===== config.mk =====
export PLATFORM = sky130hd
export DESIGN_NAME = seg_mux_driver_flat
export DESIGN_NICKNAME = d
export VERILOG_FILES = /design/src/rtl/seg_mux_if.sv /design/src/rtl/seg_mux_driver.sv /design/src/flat_wrapper.sv
export SDC_FILE = /design/constraint.sdc
export NUM_CORES = 1
export LEC_CHECK = 0
export CAP_MARGIN = 20
export CORE_MARGIN = 4
export CORE_UTILIZATION = 57
export DETAILED_ROUTE_END_ITERATION = 10
export PLACE_DENSITY = 0.87
export SYNTH_ARGS = -nofsm -noshare
export SYNTH_HDL_FRONTEND = slang
export SYNTH_SLANG_ARGS = --single-unit
export TNS_END_PERCENT = 50

===== constraint.sdc =====
create_clock -name clk -period 2.56 [get_ports clk]
set_input_delay 0.512 -clock clk [delete_from_list [all_inputs] [get_ports clk]]
set_output_delay 0.512 -clock clk [all_outputs]
set_load 0.01 [all_outputs]

===== src/rtl/seg_mux_if.sv =====
// Bus bundle for the multiplexed seven-segment driver.
// The master drives the display data and control; the slave (the driver) returns the pin values.
interface seg_mux_if #(
  parameter int NUM_DIGITS = 4
);
  logic                    enable;
  logic                    load;
  logic [4*NUM_DIGITS-1:0] bcd_in;
  logic [NUM_DIGITS-1:0]   dp_in;
  logic                    blank_lz;
  logic [6:0]              seg;
  logic                    dp;
  logic [NUM_DIGITS-1:0]   an;
  logic                    frame_done;

  modport master (
    output enable, load, bcd_in, dp_in, blank_lz,
    input  seg, dp, an, frame_done
  );

  modport slave (
    input  enable, load, bcd_in, dp_in, blank_lz,
    output seg, dp, an, frame_done
  );
endinterface


===== src/rtl/seg_mux_driver.sv =====
// Time-multiplexed seven-segment driver: scans NUM_DIGITS digits, holding each for
// PRESCALE clocks, with double-buffered digit data so a new value only appears at
// a frame boundary, optional leading-zero blanking and optional pin inversion.
module seg_mux_driver #(
  parameter int NUM_DIGITS = 4,
  parameter int PRESCALE   = 1000,
  parameter bit HEX_EN     = 1'b1,
  parameter bit ACTIVE_LOW = 1'b0
) (
  input logic      clk,
  input logic      rst_n,
  seg_mux_if.slave bus
);
  localparam int IW = (NUM_DIGITS > 1) ? $clog2(NUM_DIGITS) : 1;
  localparam int PW = $clog2(PRESCALE);
  localparam int BW = 4 * NUM_DIGITS;
  localparam logic [IW-1:0] LAST_IDX = IW'(NUM_DIGITS - 1);
  localparam logic [PW-1:0] LAST_PRE = PW'(PRESCALE - 1);

  logic [PW-1:0]         r_presc;
  logic [IW-1:0]         r_idx;
  logic                  r_frame_done;
  logic [BW-1:0]         r_pend_bcd;
  logic [NUM_DIGITS-1:0] r_pend_dp;
  logic                  r_pend_flag;
  logic [BW-1:0]         r_disp_bcd;
  logic [NUM_DIGITS-1:0] r_disp_dp;
  logic [6:0]            r_seg;
  logic                  r_dp;
  logic [NUM_DIGITS-1:0] r_an;

  logic                  w_tick;
  logic                  w_wrap;
  logic [NUM_DIGITS-1:0] w_blank_mask;
  logic [NUM_DIGITS-1:0] w_an;
  logic [3:0]            w_code;
  logic                  w_blank;
  logic                  w_dp;

  // Code-to-segment table, active-high {a,b,c,d,e,f,g}; hex glyphs only when enabled.
  function automatic logic [6:0] f_decode(input logic [3:0] code);
    case (code)
      4'h0:    f_decode = 7'b1111110;
      4'h1:    f_decode = 7'b0110000;
      4'h2:    f_decode = 7'b1101101;
      4'h3:    f_decode = 7'b1111001;
      4'h4:    f_decode = 7'b0110011;
      4'h5:    f_decode = 7'b1011011;
      4'h6:    f_decode = 7'b1011111;
      4'h7:    f_decode = 7'b1110000;
      4'h8:    f_decode = 7'b1111111;
      4'h9:    f_decode = 7'b1111011;
      4'hA:    f_decode = HEX_EN ? 7'b1110111 : 7'b0000000;
      4'hB:    f_decode = HEX_EN ? 7'b0011111 : 7'b0000000;
      4'hC:    f_decode = HEX_EN ? 7'b1001110 : 7'b0000000;
      4'hD:    f_decode = HEX_EN ? 7'b0111101 : 7'b0000000;
      4'hE:    f_decode = HEX_EN ? 7'b1001111 : 7'b0000000;
      default: f_decode = HEX_EN ? 7'b1000111 : 7'b0000000;
    endcase
  endfunction

  // The last prescale count of the last digit is the frame wrap point.
  assign w_tick = bus.enable && (r_presc == LAST_PRE);
  assign w_wrap = w_tick && (r_idx == LAST_IDX);

  // Blank a digit when it and every digit above it are zero; digit 0 always stays lit.
  always_comb begin
    logic v_run;
    v_run        = 1'b1;
    w_blank_mask = '0;
    for (int k = NUM_DIGITS - 1; k >= 1; k--) begin
      v_run           = v_run && (r_disp_bcd[4*k +: 4] == 4'd0);
      w_blank_mask[k] = v_run && bus.blank_lz;
    end
  end

  // Select the code, blank flag, dp bit and anode for the current digit index.
  always_comb begin
    w_code  = 4'd0;
    w_blank = 1'b0;
    w_dp    = 1'b0;
    w_an    = '0;
    for (int k = 0; k < NUM_DIGITS; k++) begin
      if (r_idx == IW'(k)) begin
        w_code  = r_disp_bcd[4*k +: 4];
        w_blank = w_blank_mask[k];
        w_dp    = r_disp_dp[k];
        w_an[k] = 1'b1;
      end
    end
  end

  // Scan timing: prescaler, digit index and the end-of-frame pulse; all frozen while disabled.
  always_ff @(posedge clk or negedge rst_n) begin
    if (!rst_n) begin
      r_presc      <= '0;
      r_idx        <= '0;
      r_frame_done <= 1'b0;
    end else begin
      r_frame_done <= w_wrap;
      if (bus.enable) begin
        if (w_tick) begin
          r_presc <= '0;
          r_idx   <= w_wrap ? '0 : r_idx + 1'b1;
        end else begin
          r_presc <= r_presc + 1'b1;
        end
      end
    end
  end

  // Double buffer: load lands in pending; display takes it at the frame wrap (or next cycle when idle).
  always_ff @(posedge clk or negedge rst_n) begin
    if (!rst_n) begin
      r_pend_bcd  <= '0;
      r_pend_dp   <= '0;
      r_pend_flag <= 1'b0;
      r_disp_bcd  <= '0;
      r_disp_dp   <= '0;
    end else begin
      if (bus.load) begin
        r_pend_bcd <= bus.bcd_in;
        r_pend_dp  <= bus.dp_in;
      end
      if (w_wrap && bus.load) begin
        // A load on the wrap cycle bypasses pending so the newest value wins.
        r_disp_bcd  <= bus.bcd_in;
        r_disp_dp   <= bus.dp_in;
        r_pend_flag <= 1'b0;
      end else if (r_pend_flag && (w_wrap || !bus.enable)) begin
        r_disp_bcd  <= r_pend_bcd;
        r_disp_dp   <= r_pend_dp;
        r_pend_flag <= bus.load;
      end else if (bus.load) begin
        r_pend_flag <= 1'b1;
      end
    end
  end

  // Registered pins, one cycle behind the digit index; dark while disabled.
  always_ff @(posedge clk or negedge rst_n) begin
    if (!rst_n) begin
      r_seg <= '0;
      r_dp  <= 1'b0;
      r_an  <= '0;
    end else if (!bus.enable) begin
      r_seg <= '0;
      r_dp  <= 1'b0;
      r_an  <= '0;
    end else begin
      r_seg <= w_blank ? 7'b0000000 : f_decode(w_code);
      r_dp  <= w_dp;
      r_an  <= w_an;
    end
  end

  // Polarity is applied only at the pins so internal state stays active-high.
  assign bus.seg        = r_seg ^ {7{ACTIVE_LOW}};
  assign bus.dp         = r_dp ^ ACTIVE_LOW;
  assign bus.an         = r_an ^ {NUM_DIGITS{ACTIVE_LOW}};
  assign bus.frame_done = r_frame_done;
endmodule


===== src/flat_wrapper.sv =====
// flat-port wrapper written by rule: the top's interface ports become plain ports
module seg_mux_driver_flat 
#(
  parameter int NUM_DIGITS = 4,
  parameter int PRESCALE   = 1000,
  parameter bit HEX_EN     = 1'b1,
  parameter bit ACTIVE_LOW = 1'b0
)
  (clk, rst_n, bus_enable, bus_load, bus_bcd_in, bus_dp_in, bus_blank_lz, bus_seg, bus_dp, bus_an, bus_frame_done);
  seg_mux_if #(.NUM_DIGITS(NUM_DIGITS)) bus_i ();
  input logic clk;
  input logic rst_n;
  input wire logic [$bits(bus_i.enable)-1:0] bus_enable;
  input wire logic [$bits(bus_i.load)-1:0] bus_load;
  input wire logic [$bits(bus_i.bcd_in)-1:0] bus_bcd_in;
  input wire logic [$bits(bus_i.dp_in)-1:0] bus_dp_in;
  input wire logic [$bits(bus_i.blank_lz)-1:0] bus_blank_lz;
  output wire logic [$bits(bus_i.seg)-1:0] bus_seg;
  output wire logic [$bits(bus_i.dp)-1:0] bus_dp;
  output wire logic [$bits(bus_i.an)-1:0] bus_an;
  output wire logic [$bits(bus_i.frame_done)-1:0] bus_frame_done;
  assign bus_i.enable = bus_enable;
  assign bus_i.load = bus_load;
  assign bus_i.bcd_in = bus_bcd_in;
  assign bus_i.dp_in = bus_dp_in;
  assign bus_i.blank_lz = bus_blank_lz;
  assign bus_seg = bus_i.seg;
  assign bus_dp = bus_i.dp;
  assign bus_an = bus_i.an;
  assign bus_frame_done = bus_i.frame_done;
  seg_mux_driver #(.NUM_DIGITS(NUM_DIGITS), .PRESCALE(PRESCALE), .HEX_EN(HEX_EN), .ACTIVE_LOW(ACTIVE_LOW)) u_core (.clk(clk), .rst_n(rst_n), .bus(bus_i));
endmodule

# Yosys cells after proc, flatten, opt, wreduce, memory -nomap -nowiden
# Memory sizes are Yosys's and may differ from the RTL's.
# Cells that the tools add are included.
# classes
n_mux,28
n_addsub,2
n_reduce_logical,18
n_eq_ne,4
# op_table
operator,count
$mux 16,2
$mux 4,7
$mux 1,15
$mux 7,2
$logic_not 4->1,3
$add 10x1->10 const B,1
$eq 10x10->1 const B,1
$mux 10,1
$logic_and 1x1->1,9
$eq 2x2->1 const B,2
$reduce_bool 3->1,1
$add 2x1->2 const B,1
$eq 2x1->1 const B,1
$logic_not 2->1,1
$mux 2,1
$reduce_and 2->1,1
$reduce_bool 2->1,1
$logic_not 1->1,1
$logic_or 1x1->1,1
# word_totals
input_bits,25
n_memories,1
reg_bits,66
wordCells,64
out_inout_bits,13
romBits,112
# mem_list
memory,depth,word_bits,rd,rd_ports_with_merged_regs,write_ports,line_no,source
(no name shown),16,7,1,0,0,seg_mux_driver.sv:42,case (code)

# Logic depth before layout (Yosys ltp)
# Gate-level depths: netlist (run 1).
# depth
ltp_word,9
ltp_mapped,11
ltp_nobuf,10

# Least setup slack after synthesis (run 1)
# Ideal clock, no wire load.
# synth_timing
path_type,flip-flop to flip-flop
startpoint,reg u_core.r_idx[0]
endpoint,"reg u_core.r_seg[0], in the netlist u_core.bus.seg[0]"
setup_slack_ps,579
t_required_ps,2456
n_path_buf,0
arrival_ps,1877
setup_time_ps,104
stages_incl_launch_ff,11
synth_period_minus_slack_ps,1981
path_cell_list,dfrtp_1 inv_1 ha_1 nor2_2 o211ai_1 o221ai_2 inv_1 ha_1 nand2_1 o21ai_0 a221oi_1
# synth_via
elab_chain_len,8
word_cells_on_any_way,14
classes_between,3 x eq/ne; 9 x mux; 1 x reduce/logical; 1 x memory
# synth_rtl
item,line_no,source
"start, declared",seg_mux_driver.sv:21,logic [IW-1:0] r_idx;
"start signal, assigned",seg_mux_driver.sv:104,r_idx <= w_wrap ? '0 : r_idx + 1'b1;
$logic_not 2->1,seg_mux_driver.sv:84,if (r_idx == IW'(k)) begin
$mux 4 (4 in a row),seg_mux_driver.sv:84,
$mem_v2 16x7,--,
$mux 7 *,seg_mux_driver.sv:151,r_seg <= w_blank ? 7'b0000000 : f_decode(w_code);
$mux 7 *,seg_mux_driver.sv:146,end else if (!bus.enable) begin
"end signal, assigned",seg_mux_driver.sv:151,
"end, declared",seg_mux_driver.sv:28,logic [6:0] r_seg;
# Every way passes the cells marked *; elsewhere a longest branch is shown, timed or not.
# A chain may end at the register's enable or synchronous reset.

# Final worst setup path (run 1)
# layout_timing
startpoint,reg u_core.r_idx[0]
endpoint,"reg u_core.r_seg[1], in the netlist u_core.bus.seg[1]"
# The elaborated chain is that of the path after synthesis.

==> run_results.csv, run 1 <==
group,metric,value,unit
grt,antenna_found_initial,0,
synthesis,synth-main-ff-cell,"dfrtp_1",
timing,timing.setup.tns,0,ns
route,post-route-drc-count,0,
grt,grt.total_usage,21.0,%
clock_network,cts_root_buf,"clkbuf_8",
power_and_ir_drop,power_density,670,mW/mm²
synthesis,ys_top_cells_by_area,"dfrtp_1 46%, mux2i_1 12%, mux2_2 7.0%",
route,vias,2619,
route,routed_wl,7270,µm
route,drtPass1Iterations,4,
layout,final_cell_area,0.00417,mm²
layout,multiInputGateArea,0.00178,mm²
clock_network,cts_buffers,9,
synthesis,synth_edf_count,0,
setup_path,endpoint_kind,"register",
synthesis,synth_top_cells_by_count,"66 x dfrtp_1, 41 x mux2i_1, 34 x nor2_1, 28 x a21oi_1, 22 x mux2_2",
synthesis,synthArstFlopShare,100,%
layout,register_area,0.00165,mm²
setup_path,worstPathArrival,2.59,ns
grt,busiest_layer,"met2",
power_and_ir_drop,vdd_drop_max,0.422,mV
synthesis,netlist_area,0.00355,mm²
synthesis,synth_top_area_share,46.5,%
job,cap_violations,0,
clock_network,tritoncts,"yes",
placed_design,gp_congestion,0.865,
floorplanning,placementRows,28,
layout,fin_cells,448,
power_and_ir_drop,power.leakage,1.78,nW
synthesis,yosys_warnings,0,
route,drtIter0Drc,174,
clock_network,clk_pin_slew_worst_paths,0.08,ns
clock_network,cts_sinks,66,
synthesis,synth_nets,370,
timing,final.setup_skew,0.0124,ns
placed_design,port_buffers,37,
floorplanning,die_area,0.00756,mm²
clock_network,htree_levels,3,
grt,gr-usage-met1,26.3,%
layout,fillCellCount,430,
status,status,"completed",
layout,final_core_util,69.6,%
clock_network,postCtsSetupRepairBufs,0,
timing,rsz0062_at_grt,"no",
synthesis,yosys.cell_count.top_type,"dfrtp_1",
clock_network,clk_latency,0.35,ns
floorplanning,initial_utilization,59.3,%
synthesis,ys_ff_latch,66,
timing,max_freq,424,MHz
timing,slew_headroom,61.2,%
setup_path,critPathKind,"reg -> reg",
clock_network,cts_hold_buf,0,
grt,grt_max_degree,43,
placed_design,dp_cells,432,
timing,fin_crit_sh,92.2,%
clock_network,post_cts_resized,0,
route,viasPerCell,5.85,
floorplanning,die_y,87.0,µm
grt,first_global_vias,2704,
synthesis,synth_top_cell_by_area,"dfrtp_1",
synthesis,synth_cells,334,
grt,grt.overflow.total,0,
placed_design,dp_hpwl,4990,µm
layout,drive_gt1_share,14.5,%
synthesis,synth.avg_cell_area,10.6,µm²
setup_path,worstPathMaxFanout,7,
floorplanning,io_pins,38,
grt,grtUsageMet3,3.50,%
floorplanning,die_x,87.0,µm
setup_path,r2r_cells,9,
worst_hold_path,hp-class,"in -> async",
clock_network,clk_path_buf_depth,2,
synthesis,synth.distinct_cells,46,
layout,diodes,0,
power_and_ir_drop,p_total,2.79,mW
timing,drv_slew,0,
setup_path,cp-start-kind,"register",
setup_path,worstPathRequired,2.79,ns
grt,use_met2,34.9,%
route,wl_per_cell,16.2,µm
floorplanning,core_area,0.00599,mm²
route,final_antenna_net_count,0,
grt,grt_pass1_wl,12400,µm
layout,area_growth,17.3,%
timing,setup_viol,0,
timing,min_period,2.36,ns
timing,hold_viol_final,0,
synthesis,yosysSeqAreaShare,46.5,%
layout,nets,404,
placed_design,detailed_place.area,0.00399,mm²
timing,worst_slew_pin_slew,0.583,ns
per-layer routing:
metal  part of all wire, %  routed length (µm)
met1                    43                3120
met2                    50                3670
met3                   4.9                 357
met4                   1.7                 126
met5                     0                   0
worst max-delay path, cell delays in order, from the launching register on:
cell	delay, ns
dfrtp_1	0.40
inv_1	0.14
ha_1	0.39
nand2b_1	0.16
o221ai_2	0.38
inv_1	0.12
ha_1	0.23
nand2_1	0.09
o21ai_1	0.07
a221oi_1	0.27
final timing paths:
path,from,endpoint,slack [ns]
worst max-delay path,u_core.r_idx[0]$_DFFE_PN0P_,u_core.bus.seg[1]$_DFF_PN0_,0.20
worst min register to register,u_core.r_presc[2]$_DFFE_PN0P_,u_core.r_presc[2]$_DFFE_PN0P_,0.52
worst min-delay path,rst_n,u_core.bus.an[3]$_DFF_PN0_,0.16
max in group asynchronous,rst_n,u_core.r_disp_bcd[4]$_DFFE_PN0P_,1.77
min in group clk,u_core.r_presc[2]$_DFFE_PN0P_,u_core.r_presc[2]$_DFFE_PN0P_,0.52
worst max register to register,u_core.r_idx[0]$_DFFE_PN0P_,u_core.bus.seg[1]$_DFF_PN0_,0.20
sequential cells by signal (all words and copies together) (netlist names):
signal / cells
u_core.r_disp_bcd: 16
u_core.r_pend_bcd: 16
u_core.r_presc: 10
u_core.bus.seg: 7
u_core.bus.an: 4
u_core.r_disp_dp: 4
u_core.r_pend_dp: 4
u_core.r_idx: 2
u_core.bus.dp: 1
u_core.bus.frame_done: 1
u_core.r_pend_flag: 1
layout make-up:
type | instances | share of cell area [%]
clock inverter | 2 | 0.300
tap | 75 | 2.25
timing repair buffer | 45 | 10.7
inverter | 9 | 0.810
multi-input combinational | 237 | 42.7
sequential | 66 | 39.6
clock buffer | 14 | 3.66
cells in the final DEF (no fill, tap or decap), drive strengths merged, types with 3 or more instances in the layout:
cell / count
clkbuf: 14
nand2: 16
a211oi: 21
dfrtp: 66
nand3b: 4
and2: 6
clkdlybuf4s50: 35
nand3: 3
xnor2: 5
a311oi: 3
nand4: 3
a221oi: 4
nor2b: 4
inv: 9
ha: 11
a21oi: 28
o21ai: 8
mux2: 22
buf: 10
nor2: 35
mux2i: 41
cell families (layout without fill, tap and decap cells):
logic type / after synthesis / count (layout) / synth area share [%]
AO/OA/AOI/OAI: 73 / 73 / 14.0
adder cells (fa/ha/maj): 11 / 11 / 3.87
AND/OR/NAND/NOR: 83 / 83 / 11.6
flip-flops: 66 / 66 / 46.5
multiplexers: 63 / 63 / 18.5
buffers and inverters: 31 / 70 / 3.87
XOR/XNOR: 7 / 7 / 1.72
stage by stage:
stage / hold WS [ns] / setup WS, ns
detailed placement: 0.516 / 0.161
global placement: 0.514 / 0.269
floorplan: 0.216 / 0.579
finish: 0.160 / 0.200
CTS: 0.166 / 0.145
global route: 0.190 / 0.0129
where the power goes:
part	switching [mW]	internal [mW]	total, mW	leakage [nW]
sequential	0.176	1.22	1.39	0.794
clock	0.385	0.378	0.763	0.0807
combinational	0.302	0.336	0.637	0.903
total	0.863	1.93	2.79	1.78
Note: power is estimated with default switching activity, not from simulation.
==> run 2, diff against run 1 <==
--- a/config.mk
+++ b/config.mk
@@ -5,6 +5,7 @@
 export SDC_FILE = /design/constraint.sdc
 export NUM_CORES = 1
 export LEC_CHECK = 0
+export ABC_CLOCK_PERIOD_IN_PS = 2560
 export CAP_MARGIN = 20
 export CORE_MARGIN = 4
 export CORE_UTILIZATION = 57
==> results of run 2 <==
The final DEF is identical to that of run 1; final timing and power are the same.
==> run 3, diff against run 2 <==
--- a/config.mk
+++ b/config.mk
@@ -5,12 +5,12 @@
 export SDC_FILE = /design/constraint.sdc
 export NUM_CORES = 1
 export LEC_CHECK = 0
-export ABC_CLOCK_PERIOD_IN_PS = 2560
+export ABC_CLOCK_PERIOD_IN_PS = 2000
 export CAP_MARGIN = 20
 export CORE_MARGIN = 4
-export CORE_UTILIZATION = 57
+export CORE_UTILIZATION = 30
 export DETAILED_ROUTE_END_ITERATION = 10
-export PLACE_DENSITY = 0.87
+export PLACE_DENSITY = 0.56
 export SYNTH_ARGS = -nofsm -noshare
 export SYNTH_HDL_FRONTEND = slang
 export SYNTH_SLANG_ARGS = --single-unit
==> constraint.sdc (replaced) <==
create_clock -name clk -period 2 [get_ports clk]
set_input_delay 0.4 -clock clk [delete_from_list [all_inputs] [get_ports clk]]
set_output_delay 0.4 -clock clk [all_outputs]
set_load 0.01 [all_outputs]
==> run_results.csv, run 3 (same netlist as run 1, synthesis figures left out) <==
group,metric,value,unit
setup_path,crit_buf_inv,3,
clock_network,clk_path_buf_depth,2,
setup_path,crit_path_cell_trace,"buf_6 -> ha_4 -> buf_6 -> nand3b_1 -> a311oi_2 -> buf_4 -> mux2i_2 -> a221oi_2",
setup_path,reg2reg_slack,-0.04,ns
setup_path,path_depth,8,
power_and_ir_drop,swShare,27.4,%
layout,nets,431,
floorplanning,core_area,0.0115,mm²
floorplanning,die_y,117,µm
clock_network,htree_levels,3,
layout,final_core_util,40.9,%
grt,first_global_vias,2585,
layout,fillCellCount,1117,
layout,final_common_cell,"dfrtp_1",
timing,hold_viol_final,0,
route,final_antenna_net_count,0,
power_and_ir_drop,switching_power,1.18,mW
timing,setup_viol,4,
grt,grt.total_usage,12.2,%
status,status,"finished with violations",
layout,layout_common_cells,"66 x dfrtp_1, 40 x mux2i_1, 35 x clkdlybuf4s50_1",
power_and_ir_drop,power.leakage,2.00,nW
setup_path,worstPathArrival,2.23,ns
setup_path,cp_common_cell,"buf_6",
clock_network,cts_sinks,66,
floorplanning,die_area,0.0137,mm²
route,drtPass1Iterations,7,
floorplanning,placementRows,39,
worst_hold_path,hp-class,"in -> async",
timing,slew_headroom,74.6,%
grt,grt_pass1_wl,13100,µm
placed_design,dp_hpwl,5300,µm
layout,reg.largest.list,"u_core.r_disp_bcd: 16 flops, u_core.r_pend_bcd: 16 flops, u_core.r_presc: 10 flops",
route,viasPerCell,4.87,
timing,layout_setup_ws,-0.0442,ns
floorplanning,die_x,117,µm
setup_path,endpoint_kind,"register",
clock_network,cts_root_buf,"clkbuf_16",
timing,holdWs,0.0942,ns
power_and_ir_drop,pwr-share-seq,41.5,%
timing,final.setup_skew,0.00782,ns
setup_path,worstPathRequired,2.18,ns
status,violations,"setup timing",
setup_path,max_stage_delay,0.43,ns
route,drtIter0Drc,87,
setup_path,critPathKind,"reg -> reg",
route,post-route-drc-count,0,
grt,grt_max_degree,67,
route,vias,2642,
clock_network,cts_hold_buf,0,
power_and_ir_drop,pwr-share-clk,37.1,%
timing,max_freq,489,MHz
setup_path,r2r_cells,8,
power_and_ir_drop,p_int,3.12,mW
layout,diodes,0,
layout,area_growth,32.6,%
grt,antenna_found_initial,0,
floorplanning,initial_utilization,30.9,%
power_and_ir_drop,vdd_drop_max,0.398,mV
timing,min_period,2.04,ns
setup_path,crit_family,"buffers and inverters",
layout,multiInputGateArea,0.00185,mm²
setup_path,cp-start-kind,"register",
layout,fin_cells,542,
timing,rsz0062_at_grt,"yes",
clock_network,clk_latency,0.32,ns
clock_network,cts_buffers,9,
timing,fin_crit_sh,102,%
timing,worst_slew_pin_slew,0.381,ns
placed_design,gp_congestion,0.824,
setup_path,crit_path_top_delay_cell,"dfrtp_1",
power_and_ir_drop,power_density,913,mW/mm²
power_and_ir_drop,combPwrFrac,21.4,%
grt,grt.overflow.total,0,
clock_network,clk_pin_slew_worst_paths,0.05,ns
placed_design,port_buffers,37,
timing,drv_slew,0,
clock_network,tritoncts,"yes",
setup_path,worstPathMaxFanout,6,
layout,drive_gt1_share,24.6,%
layout,register_area,0.00165,mm²
placed_design,dp_cells,519,
floorplanning,io_pins,38,
route,wl_per_cell,14.4,µm
route,routed_wl,7830,µm
job,cap_violations,0,
-- run 3: area by class of cell --
cell class,count,area share [%]
timing repair buffer,72,14.6
sequential,66,35.0
inverter,9,0.717
tap,143,3.80
clock buffer,13,5.73
clock inverter,2,0.743
multi-input combinational,237,39.3
-- run 3: final timing paths --
kind | startpoint | to
max | u_core.r_idx[0]$_DFFE_PN0P_ | u_core.bus.seg[2]$_DFF_PN0_
min | rst_n | u_core.r_presc[7]$_DFFE_PN0P_
max reg2reg | u_core.r_idx[0]$_DFFE_PN0P_ | u_core.bus.seg[2]$_DFF_PN0_
min reg2reg | u_core.r_presc[2]$_DFFE_PN0P_ | u_core.r_presc[2]$_DFFE_PN0P_
max in group asynchronous | rst_n | u_core.r_idx[0]$_DFFE_PN0P_
min in group clk | u_core.r_presc[2]$_DFFE_PN0P_ | u_core.r_presc[2]$_DFFE_PN0P_
-- run 3: what timing repair did --
action | in CTS | in global routing
resized for setup | 13 | 10
buffers inserted | 1 | 6
gates cloned | 1 | 0
endpoints found under the hold margin | 0 | 0
setup endpoints to repair | 7 | 7
pin swaps | 2 | 9
-- run 3: metal layers --
metal	vias to the layer above	wire, µm	track usage, %
li1	1334	-	-
met1	1267	3770	16.9
met2	37	3760	19.3
met3	4	253	2.88
met4	0	48	2.98
met5	-	0	0
-- run 3: metrics by stage --
stage               instance area, µm²  worst slack (ns)  setup TNS (ns)  total power [mW]
detailed placement                4250           -0.0662          -0.190              2.66
global placement                  4250           -0.0370         -0.0575              2.63
floorplan                         3550            0.0191               0              2.31
CTS                               4610           -0.0288         -0.0308              4.31
finish                            4710           -0.0442          -0.109              4.30
global route                      4710            -0.164          -0.938              4.55
-- run 3: power by group through the flow --
stage                     clock network (mW)  logic [mW]  registers [mW]
final                                   1.59       0.923            1.79
after global placement                     0       0.829            1.80
after CTS                               1.63       0.889            1.79
after global routing                    1.69        1.03            1.82
after floorplan                            0       0.569            1.74
after detailed placement                   0       0.855            1.81
